File: src/rtl/cmn_pipe_reg.sv
// cmn_pipe_reg: multi-stage val/rdy pipeline register with bubble collapsing,
// back-pressure, synchronous flush and a registered occupancy count.

module cmn_pipe_reg_chk #(
  parameter int p_nbits = 32,
  parameter int p_depth = 2
) (
  input logic                         clk,
  input logic                         reset,
  input logic                         flush,
  input logic                         istream_rdy,
  input logic                         ostream_val,
  input logic                         ostream_rdy,
  input logic [p_nbits-1:0]           ostream_msg,
  input logic [$clog2(p_depth+1)-1:0] occupancy,
  input logic [p_depth-1:0]           val
);

  a_occ_range: assert property (@(posedge clk) disable iff (reset)
    int'(occupancy) <= p_depth);

  a_occ_count: assert property (@(posedge clk) disable iff (reset)
    int'(occupancy) == $countones(val));

  a_flush_blocks_input: assert property (@(posedge clk) disable iff (reset)
    !(flush && istream_rdy));

  // A stalled output item must stay put until it is taken.
  a_stall_hold: assert property (@(posedge clk) disable iff (reset)
    (ostream_val && !ostream_rdy && !flush) |=> (ostream_val && $stable(ostream_msg)));

endmodule

module cmn_pipe_reg #(
  parameter int                 p_nbits       = 32,
  parameter int                 p_depth       = 2,
  parameter logic [p_nbits-1:0] p_reset_value = {p_nbits{1'b0}}
) (
  input  logic                         clk,
  input  logic                         reset,
  input  logic                         flush,
  input  logic                         istream_val,
  output logic                         istream_rdy,
  input  logic [p_nbits-1:0]           istream_msg,
  output logic                         ostream_val,
  input  logic                         ostream_rdy,
  output logic [p_nbits-1:0]           ostream_msg,
  output logic [$clog2(p_depth+1)-1:0] occupancy
);

  localparam int c_occ_w = $clog2(p_depth + 1);

  if (p_depth < 1) begin : g_bad_depth
    $error("cmn_pipe_reg: p_depth must be at least 1");
  end
  if (p_nbits < 1) begin : g_bad_nbits
    $error("cmn_pipe_reg: p_nbits must be at least 1");
  end

  function automatic logic [c_occ_w-1:0] count_valid(input logic [p_depth-1:0] vals);
    logic [c_occ_w-1:0] cnt;
    cnt = {c_occ_w{1'b0}};
    for (int i = 0; i < p_depth; i++) begin
      cnt = cnt + c_occ_w'(vals[i]);
    end
    return cnt;
  endfunction

  logic [p_depth-1:0] val_r;
  logic [p_nbits-1:0] msg_r [p_depth];
  logic [c_occ_w-1:0] occ_r;

  logic [p_depth-1:0] rdy_s;
  logic [p_depth:0]   src_val_s;
  logic [p_nbits-1:0] src_msg_s [p_depth+1];
  logic [p_depth-1:0] val_nxt_s;

  // Ready chain: stage i may load if any stage from i to the output is empty
  // or the output is being taken, which is what lets bubbles collapse.
  always_comb begin
    logic tail_full_v;
    tail_full_v = 1'b1;
    rdy_s       = {p_depth{1'b0}};
    for (int i = p_depth - 1; i >= 0; i--) begin
      tail_full_v = tail_full_v & val_r[i];
      rdy_s[i]    = ostream_rdy | ~tail_full_v;
    end
  end

  // Source of each stage (index 0 is the upstream port) and next valid bits.
  always_comb begin
    src_val_s    = {val_r, istream_val};
    src_msg_s[0] = istream_msg;
    for (int i = 0; i < p_depth; i++) begin
      src_msg_s[i+1] = msg_r[i];
    end
    val_nxt_s = val_r;
    for (int i = 0; i < p_depth; i++) begin
      if (rdy_s[i]) begin
        val_nxt_s[i] = src_val_s[i];
      end else begin
        val_nxt_s[i] = val_r[i];
      end
    end
  end

  // Stage registers; reset and flush both clear every stage to the reset value.
  always_ff @(posedge clk) begin
    if (reset || flush) begin
      val_r <= {p_depth{1'b0}};
      occ_r <= {c_occ_w{1'b0}};
      for (int i = 0; i < p_depth; i++) begin
        msg_r[i] <= p_reset_value;
      end
    end else begin
      val_r <= val_nxt_s;
      occ_r <= count_valid(val_nxt_s);
      for (int i = 0; i < p_depth; i++) begin
        if (rdy_s[i] && src_val_s[i]) begin
          msg_r[i] <= src_msg_s[i];
        end
      end
    end
  end

  assign istream_rdy = rdy_s[0] & ~flush & ~reset;
  assign ostream_val = val_r[p_depth-1];
  assign ostream_msg = msg_r[p_depth-1];
  assign occupancy   = occ_r;

  cmn_pipe_reg_chk #(
    .p_nbits (p_nbits),
    .p_depth (p_depth)
  ) u_chk (
    .clk         (clk),
    .reset       (reset),
    .flush       (flush),
    .istream_rdy (istream_rdy),
    .ostream_val (ostream_val),
    .ostream_rdy (ostream_rdy),
    .ostream_msg (ostream_msg),
    .occupancy   (occupancy),
    .val         (val_r)
  );

endmodule
File: config.mk
export PLATFORM = sky130hd
export DESIGN_NAME = cmn_pipe_reg
export DESIGN_NICKNAME = d
export VERILOG_FILES = /design/src/rtl/cmn_pipe_reg.sv
export SDC_FILE = /design/constraint.sdc
export NUM_CORES = 1
export LEC_CHECK = 0
export BUFFER_PORTS_ARGS = -buffer_cell sky130_fd_sc_hd__buf_2
export CAP_MARGIN = 30
export CORE_MARGIN = 2
export CORE_UTILIZATION = 58
export DETAILED_ROUTE_END_ITERATION = 16
export GPL_TIMING_DRIVEN = 0
export PLACE_DENSITY = 0.95
export SYNTH_ARGS = -nofsm -noshare
export SYNTH_HDL_FRONTEND = slang
export SYNTH_SLANG_ARGS = --single-unit
File: constraint.sdc
create_clock -name clk -period 9 [get_ports clk]
set_clock_uncertainty 0.2 [all_clocks]
set_input_delay 1.35 -clock clk [delete_from_list [all_inputs] [get_ports clk]]
set_output_delay 1.35 -clock clk [all_outputs]
set_load 0.01 [all_outputs]
[Word-level counts from Yosys, hierarchy flattened]
Memory sizes are Yosys's and may differ from the RTL's.
Index checks and enable logic that the tools add are counted.
Word-level totals
  register bits after elaboration: 4
  RAM bits: 64
  input bits: 37
  output and inout bits: 36
  word-level logic and storage cells: 30
  memories kept: 1
Operators by class
  add/sub/neg operators: 1
  muxes and demuxes: 12
  bitwise gates (word level): 11
  reductions and logical operators: 3
Memories
  msg_r: depth 2, bits a word 32, read ports 2, clocked after memory_dff 0, write ports 2, RTL line 70  | logic [p_nbits-1:0] msg_r [p_depth];
Operators with widths (count)
  $mux 32: 2
  $mux 1: 10
  $not 1->1: 4
  $or 1x1->1: 4
  $and 1x1->1: 3
  $add 1x1->2: 1
  $logic_and 1x1->1: 2
  $logic_or 1x1->1: 1

[Logic depth before layout (Yosys ltp)]
Gate-level depths: netlist of the first run.
  depth after elaboration: 8
  depth in mapped cells: 5
  mapped depth without buffers: 4

[Worst setup path before layout of the first run]
No wires, ideal clock.
  path kind: input -> register
  from: in ostream_rdy
  to: mem msg_r[0][0] (enable)
  setup time: 0.466 ns
  arrival time: 4.189 ns
  data required time: 8.334 ns
  slack: 4.145 ns
  cell stages on the path: 5
  path buffers: 3
  cells stage by stage: and3b_1 > clkbuf_1 > buf_6 > buf_6 > o21ai_0
RTL lines
  start: declaration: RTL line 46  | input logic ostream_rdy,
  end: declaration: RTL line 70

[Worst setup path in the final report of the first run]
  from: in ostream_rdy
  to: out istream_rdy
Between the ends
  word-level cells in the longest chain between the ends: 3
RTL lines
  $or 1x1->1: RTL line 86  | rdy_s[i] = ostream_rdy | ~tail_full_v;
  $and 1x1->1 (2 in series): RTL line 126  | assign istream_rdy = rdy_s[0] & ~flush & ~reset;
  end: declaration: RTL line 43  | output logic istream_rdy,
No other way between the ends.

==> flow_summary.ini, run 1 <==
[status]
status = complete, no violations

[timing]
period_minus_slack_ns = 3.95
rsz0062_at_grt = false
finalSetupTns_ns = 0
max_slew.worst_pin.slew_ns = 0.993
setup_violations = 0
period_share = 0.439
slew_violations = 0
finalHoldViolations = 0
max_freq_mhz = 253
slew-limit-headroom = 0.336

[global_route]
grt_pass1_wl_mm = 9.08
grt_max_degree = 33
antenna_found_initial = 0
grt_pass1_vias = 1835
grt_usage = 0.203
grt_overflow = 0

[clock_tree]
cts_resized = 0
cts_tree = yes
cts_htree_levels = 3
hold_buffers = 0
cts_sinks = 68
clkTransAtPathRegs_ns = 0.06
cts_setup_buffers = 0
cts_buffers = 9
cts_root_buf = clkbuf_8
clk_latency_ns = 0.34
cts_buffer_depth = 2

[worst_hold_path]
holdCritStartpoint = val_r[0]
min_path_cells = 2
whs_endpoint = val_r[1]
hold_class = reg -> reg

[yosys]
synth_seq_area_share = 0.621
syn-cell-area_sq_um = 3220
synth_cells = 203
ys_ff_latch = 68
synth_cell_type_count = 20
synth_area_per_cell_sq_um = 15.9
ys_warn_count = 0
syn_nets = 241

[layout]
fin_cells = 363
multi_input_area_sq_um = 832
drive_gt1_frac = 0.553
fin_nets = 325
fillers = 355
syn_to_final_growth_pct = 19.8
seq_area_sq_um = 2000
antenna_cells = 0

[critical_path]
critPathKind = in -> out
r2r_end = msg_r[0][17]
crit_fanout = 10
worst_ep_required_time_ns = 7.45
cp-start-kind = input port
cp_top_family = buffers and inverters
worst-r2r-setup-slack_ns = 6.66
path_depth = 7
slowest_stage = and3b_1
arrival_ns = 2.40
end_kind = output pin
cp_cell_sequence = buf_2, and3b_1, clkbuf_1, buf_6, buf_6, nor2_1, buf_2
reg2reg_from = val_r[0]
worst-path-buf-inv = 5
rr_worst_depth = 5
critical-path-max-stage-delay_ns = 0.20

[floorplan]
pin_count = 73
initial_core_util = 0.593
die_h_um = 78.6
die_w_um = 78.6
num_rows = 27
placeableCoreArea_sq_um = 5440
die_area_sq_um = 6170

[placed_design]
dp_hpwl_mm = 4.04
numPortBuffers = 72
dp_cells = 348
gp_congestion = 0.840

[routing]
ant_nets = 0
vias = 1958
initialDrtViolationCount = 96
wl_per_cell_um = 15.9
via_per_inst = 5.39
drcViolationCount = 0
first_pass_iters = 4
drt_wl_total_mm = 5.77

[flow_run]
max_cap_viol_count = 0

[pwr]
peakVddDrop_mv = 0.141
power.leakage_nw = 1.57
power.density_nw_per_um2 = 165
## metrics by stage
stage,util,total power (W),hold WS (ns),setup slack [ns],area (sq um)
after CTS,0.710,0.000642,0.356,5.03,3860
after global routing,0.710,0.000661,0.396,4.97,3860
after floorplan,-,0.000418,0.283,4.15,3220
after global placement,0.676,0.000440,0.299,3.21,3670
after detailed placement,0.683,0.000444,0.350,5.03,3710
final,0.710,0.000639,0.364,5.05,3860
## sequential cells by signal, indices dropped and copies added (netlist names)
register	count
msg_r	64
occupancy	2
val_r	2
## worst max path at each step
| stage | startpoint | endpoint | slack (ns) |
|---|---|---|---|
| finish | ostream_rdy | istream_rdy | 5.05 |
| global route | ostream_rdy | istream_rdy | 4.97 |
| CTS | ostream_rdy | istream_rdy | 5.03 |
| detailed placement | ostream_rdy | istream_rdy | 5.03 |
| global placement | ostream_rdy | msg_r[0][20] | 3.21 |
| floorplan | ostream_rdy | msg_r[0][0] | 4.15 |
## report_power, final
| group | switching, W | total [W] | internal [W] |
|---|---|---|---|
| clock network | 0.000105 | 0.000201 | 0.0000957 |
| logic | 0.0000344 | 0.0000695 | 0.0000351 |
| registers | 0.00000439 | 0.000368 | 0.000364 |
## layout by cell type (no fill, tap or decap), types with 3 or more instances in the layout
| cell | instances |
|---|---|
| buf_2 | 81 |
| edfxtp_1 | 64 |
| nor4b_1 | 37 |
| buf_4 | 32 |
| nor4b_2 | 27 |
| clkbuf_8 | 9 |
| buf_6 | 8 |
| clkbuf_1 | 7 |
| dfxtp_1 | 4 |
| nor2_1 | 3 |
## cell families (layout without fill, tap and decap cells)
family / count (synthesis) / count (layout) / share of synthesized area
buffers and inverters: 56 / 144 / 0.125
flip-flops: 68 / 68 / 0.621
AND/OR/NAND/NOR: 73 / 73 / 0.241
adder cells (fa/ha/maj): 1 / 1 / 0.00388
AO/OA/AOI/OAI: 5 / 5 / 0.00931
## cells in the mapped netlist
| cell | n | area (sq um) |
|---|---|---|
| edfxtp_1 | 64 | 1920 |
| nor4b_1 | 37 | 324 |
| buf_4 | 32 | 240 |
| nor4b_2 | 27 | 405 |
| buf_2 | 9 | 45.0 |
| buf_6 | 8 | 90.1 |
| clkbuf_1 | 5 | 18.8 |
| dfxtp_1 | 4 | 80.1 |
| nor2_1 | 3 | 11.3 |
| and2_1 | 2 | 12.5 |
| inv_1 | 2 | 7.51 |
| o21ai_0 | 2 | 10.0 |
| a21o_1 | 1 | 7.51 |
| a21oi_1 | 1 | 5.00 |
| and3b_1 | 1 | 8.76 |
| ha_1 | 1 | 12.5 |
| nand2_1 | 1 | 3.75 |
| nand2b_1 | 1 | 6.26 |
| o21a_1 | 1 | 7.51 |
| or2_1 | 1 | 6.26 |
## per-layer routing
layer	global-route usage	up-vias	share of wire
met3	0.0437	12	0.062
li1	-	929	-
met4	0.128	0	0.025
met1	0.244	941	0.39
met2	0.333	76	0.52
met5	0	-	0
## tightest hold or removal path, stage by stage (launching register included)
cell and delay (ns):
dfxtp_1 0.34, inv_1 0.10, a21oi_1 0.07
## cell type report
cell class / count / area share
repair buffers: 73 / 0.100
well taps: 72 / 0.0233
clock inverters: 4 / 0.00454
clock buffers: 11 / 0.0340
inverters: 2 / 0.00194
plain buffers: 54 / 0.102
multi-input cells: 79 / 0.215
flip-flops and latches: 68 / 0.518
Note: power is estimated with default switching activity, not from simulation.
==> run 2, diff against run 1 <==
- ABC_AREA: not set -> 1
- CORE_UTILIZATION: 58 -> 53
- PLACE_DENSITY: 0.95 -> 0.9
- clock period: 9 -> 3.95 ns (I/O delays scaled with it)
==> flow_summary.ini, run 2 <==
[clock_tree]
cts_setup_buffers = 0
cts_buffer_depth = 2
cts_buffers = 9
cts_htree_levels = 3
cts_root_buf = clkbuf_8
cts_tree = yes
hold_buffers = 0
clkTransAtPathRegs_ns = 0.07
cts_resized = 0
clk_latency_ns = 0.33
cts_sinks = 68

[yosys]
synth_top_area_share = 0.627
synth_enable_flop_cells = 64
synthArstFlopShare = 0
synth_compound_area_frac = 0.00531
synth_seq_area_share = 0.653
synth-simple-area-share = 0.151
synth_top_family_by_area = buffers and inverters
syn-cell-area_sq_um = 3070
yosys-top-cells-area = edfxtp_1, nor2_2, inv_1
ys_warn_count = 0
synth_common_cells = inv_1, edfxtp_1, nor2_2
synth_fa_ha_area_frac = 0.00408
synthMuxAreaShare = 0
ys_ff_latch = 68
yosys.area.top_type = edfxtp_1
ys.flop_type = edfxtp_1
synth_cells = 257
synth_area_per_cell_sq_um = 11.9
synth.most_common_cell = inv_1
synthXorXnorAreaFrac = 0
syn_nets = 295
synth_cell_type_count = 15

[layout]
antenna_cells = 0
largest_register_ffs = 64
regMostFlops = msg_r
layout_common_cells = buf_2, inv_1, edfxtp_1
final_common_cell = buf_2
syn_to_final_growth_pct = 25.0
fin_nets = 380
drive_gt1_frac = 0.553

[critical_path]
cp-start-kind = input port
arrival_ns = 1.34
cp_top_family = buffers and inverters
critPathKind = in -> out
end_kind = output pin
crit_fanout = 5
crit_top_cell = buf_2
path_depth = 5
slowest_stage = nor2_2
worst-path-buf-inv = 3
critical-path-max-stage-delay_ns = 0.21
worst_ep_required_time_ns = 3.16
cp_cell_sequence = buf_2, nor2_2, inv_1, a31oi_1, buf_2
rr_worst_depth = 4

[timing]
period_share = 0.540
period_minus_slack_ns = 2.13
setup_violations = 0
max_freq_mhz = 469
finalHoldViolations = 0
slew-limit-headroom = 0.634
setup_slack_ns = 1.82
max_slew.worst_pin.slew_ns = 0.548
finalSetupTns_ns = 0
slew_violations = 0
rsz0062_at_grt = false

[routing]
initialDrtViolationCount = 60
drt_wl_total_mm = 4.40
wl_met1_mm = 1.63
drcViolationCount = 0
vias = 1766
wl_met3_um = 205
ant_nets = 0
first_pass_iters = 4
wl_met2_mm = 2.46
via_per_inst = 4.21
dr.max_layer_used = met4
wl_per_cell_um = 10.5

[worst_hold_path]
hold_class = reg -> reg
min_path_cells = 2

[global_route]
grt_pass1_vias = 1732
grt_overflow = 0
grt_pass1_wl_mm = 7.15
grt_usage = 0.153
antenna_found_initial = 0
grt_max_degree = 23

[pwr]
pwr-share-seq = 0.488
p_comb_frac = 0.086
clock_power_share = 0.426
peakVddDrop_mv = 0.265
power.leakage_nw = 1.83
swShare = 0.197
power.density_nw_per_um2 = 449
power.switching_w = 0.000339
p_int_w = 0.00138

[placed_design]
gp_congestion = 0.808
numPortBuffers = 72
dp_hpwl_mm = 3.28
pre_cts_ws_ns = 1.81

[floorplan]
placeableCoreArea_sq_um = 5540
pin_count = 73
die_w_um = 80.1
die_area_sq_um = 6410
num_rows = 27
initial_core_util = 0.553
die_h_um = 80.1

[flow_run]
max_cap_viol_count = 0

[status]
status = complete, no violations
-- run 2: per-layer routing --
metal  vias up  track usage
met3        10       0.0371
met2        49        0.268
li1        915            -
met4         0        0.112
met5         -            0
met1       792        0.157
-- run 2: power by group through the flow --
stage	Sequential, W	Clock, W	Combinational, W
2_1_floorplan	0.000853	0	0.0000946
3_3_place_gp	0.000854	0	0.000139
3_5_place_dp	0.000855	0	0.000149
4_1_cts	0.000840	0.000746	0.000150
5_1_grt	0.000843	0.000772	0.000163
6_report	0.000839	0.000734	0.000147
-- run 2: through the flow --
step	util	hold WS [ns]	cell area, sq um	power, W	std cells
after detailed placement	0.645	0.329	3570	0.00100	403
after global routing	0.692	0.345	3830	0.00178	419
after floorplan	-	0.300	3070	0.000948	257
after CTS	0.692	0.339	3830	0.00174	419
final	0.692	0.348	3830	0.00172	419
after global placement	0.635	0.315	3520	0.000993	401
-- run 2: worst register-to-register path: stages (launching register included) --
cell and delay [ns]:
dfxtp_1 0.40, nand3_2 0.16, nand2_1 0.09, nand2_1 0.32, buf_16 0.31
-- run 2: cell type report --
cell class | count | area [sq um]
Sequential cell | 68 | 2000
Buffer | 38 | 308
Inverter | 70 | 263
Clock inverter | 7 | 138
Tap cell | 72 | 90.1
Multi-Input combinational cell | 81 | 493
Clock buffer | 9 | 124
Fill cell | 405 | 1710
Timing Repair Buffer | 74 | 415
-- run 2: final timing paths --
check	slack [ns]	end	start
worst max-delay path	1.82	istream_rdy	reset
worst min-delay path	0.35	msg_r[0][51]	msg_r[0][19]
worst max register to register	2.22	msg_r[0][26]	val_r[0]
worst min register to register	0.35	msg_r[0][51]	msg_r[0][19]
-- run 2: logic make-up (layout without fill, tap and decap cells) --
kind of cell | count (synthesis) | count (layout)
AOI/OAI and AO/OA | 3 | 3
adders and majority gates | 1 | 1
DFF | 68 | 68
and+or+nand+nor | 77 | 77
buffers and inverters | 108 | 198
==> run 3, diff against run 2 <==
- CORE_UTILIZATION: 53 -> 48
- PLACE_DENSITY: 0.9 -> 0.87
- clock period: 3.95 -> 1.8 ns (I/O delays scaled with it)
==> flow_summary.ini, run 3 (synthesized netlist as in run 2, its figures left out) <==
[layout]
layout_common_cells = buf_2, inv_1, edfxtp_1
drive_gt1_frac = 0.552
fin_area_sq_um = 3740
largest_register_ffs = 64
fin_nets = 379
post-route-util = 0.596
syn_to_final_growth_pct = 22.1
regMostFlops = msg_r
final_common_cell = buf_2

[routing]
dr.max_layer_used = met4
wl_met1_mm = 1.71
first_pass_iters = 4
wl_met3_um = 240
drcViolationCount = 0
via_per_inst = 4.08
drt_wl_total_mm = 4.41
wl_per_cell_um = 10.4
initialDrtViolationCount = 38
ant_nets = 0
vias = 1728
wl_met2_mm = 2.38

[floorplan]
die_h_um = 83.9
initial_core_util = 0.488
die_area_sq_um = 7040
pin_count = 73
num_rows = 29
placeableCoreArea_sq_um = 6280
die_w_um = 83.9

[clock_tree]
cts_buffers = 9
cts_buffer_depth = 2
cts_sinks = 68
cts_setup_buffers = 0
cts_htree_levels = 3
clkTransAtPathRegs_ns = 0.07
clk_latency_ns = 0.32
cts_tree = yes
cts_root_buf = clkbuf_8

[worst_hold_path]
hold_class = in -> reg

[pwr]
swShare = 0.218
power.density_nw_per_um2 = 889
clock_power_share = 0.351
finalPower_w = 0.00333
p_int_w = 0.00260
power.switching_w = 0.000725
p_comb_frac = 0.096
power.leakage_nw = 1.79
pwr-share-seq = 0.553
peakVddDrop_mv = 0.465

[global_route]
grt_pass1_wl_mm = 7.43
grt_pass1_vias = 1716
grt_max_degree = 33
grt_usage = 0.138
antenna_found_initial = 1
grt_overflow = 0

[timing]
period_minus_slack_ns = 1.64
slew_violations = 0
slew-limit-headroom = 0.649
finalHoldViolations = 0
period_share = 0.912
rsz0062_at_grt = false
finalSetupTns_ns = 0
max_slew.worst_pin.slew_ns = 0.525
setup_violations = 0
max_freq_mhz = 609

[critical_path]
end_kind = register
cp-start-kind = register
arrival_ns = 1.47
crit_fanout = 23
critPathKind = reg -> reg
worst_ep_required_time_ns = 1.63

[placed_design]
gp_congestion = 0.696
postPlaceCellArea_sq_um = 3550
numPortBuffers = 72
dp_hpwl_mm = 3.32

[flow_run]
max_cap_viol_count = 0

[status]
status = complete, no violations
[run 3: changes by cell type in the layout (fill, tap and decap cells not counted), sizes merged]
cell and delta:
bufinv -3, clkbuf +2, buf -1, clkinv +1, clkinvlp +1, diode +1, inv -1
[run 3: final timing paths]
check / startpoint / to / slack [ns] / depth (start not counted)
setup / recovery: val_r[1] / msg_r[0][45] / 0.16 / 4
hold / removal: istream_msg[26] / msg_r[0][26] / 0.04 / 3
setup reg to reg: val_r[1] / msg_r[0][45] / 0.16 / 4
hold reg to reg: msg_r[0][7] / msg_r[0][39] / 0.35 / 2
[run 3: final cells by class]
| cell class | instances | area [sq um] |
|---|---|---|
| diodes | 1 | 2.50 |
| plain buffers | 38 | 308 |
| clock buffers | 11 | 131 |
| clock inverters | 5 | 52.6 |
| fillers | 546 | 2530 |
| inverters | 70 | 263 |
| multi-input cells | 81 | 500 |
| flip-flops and latches | 68 | 2000 |
| well taps | 77 | 96.3 |
| repair buffers | 73 | 388 |
[run 3: worst max-delay path, stage by stage (launching register included)]
cell and delay (ns):
dfxtp_1 0.34, nand2_1 0.11, nand2_1 0.06, nand2_1 0.39, buf_16 0.23
[run 3: metrics by stage]
stage	setup WS (ns)	hold WS, ns	cells
floorplan	0.00391	0.263	257
global placement	-0.366	0.317	406
detailed placement	-0.0118	0.336	407
CTS	0.0137	0.0309	423
global route	0.0673	0.0376	423
finish	0.158	0.0386	424
[run 3: metal layers]
metal | GRT usage | vias up
met3 | 0.0396 | 9
li1 | - | 909
met5 | 0 | -
met1 | 0.152 | 767
met4 | 0.0660 | 0
met2 | 0.245 | 43
[run 3: power groups by stage]
stage / logic, W / clock network, W / registers, W
after floorplan: 0.000208 / 0 / 0.00187
after global placement: 0.000306 / 0 / 0.00187
after detailed placement: 0.000324 / 0 / 0.00188
after CTS: 0.000325 / 0.00119 / 0.00184
after global routing: 0.000352 / 0.00127 / 0.00185
final: 0.000319 / 0.00117 / 0.00184
[run 3: what timing repair did]
item | CTS | global route
gates resized for setup | 0 | 1
endpoints found under the setup margin | 0 | 32
hold buffers | 0 | 0
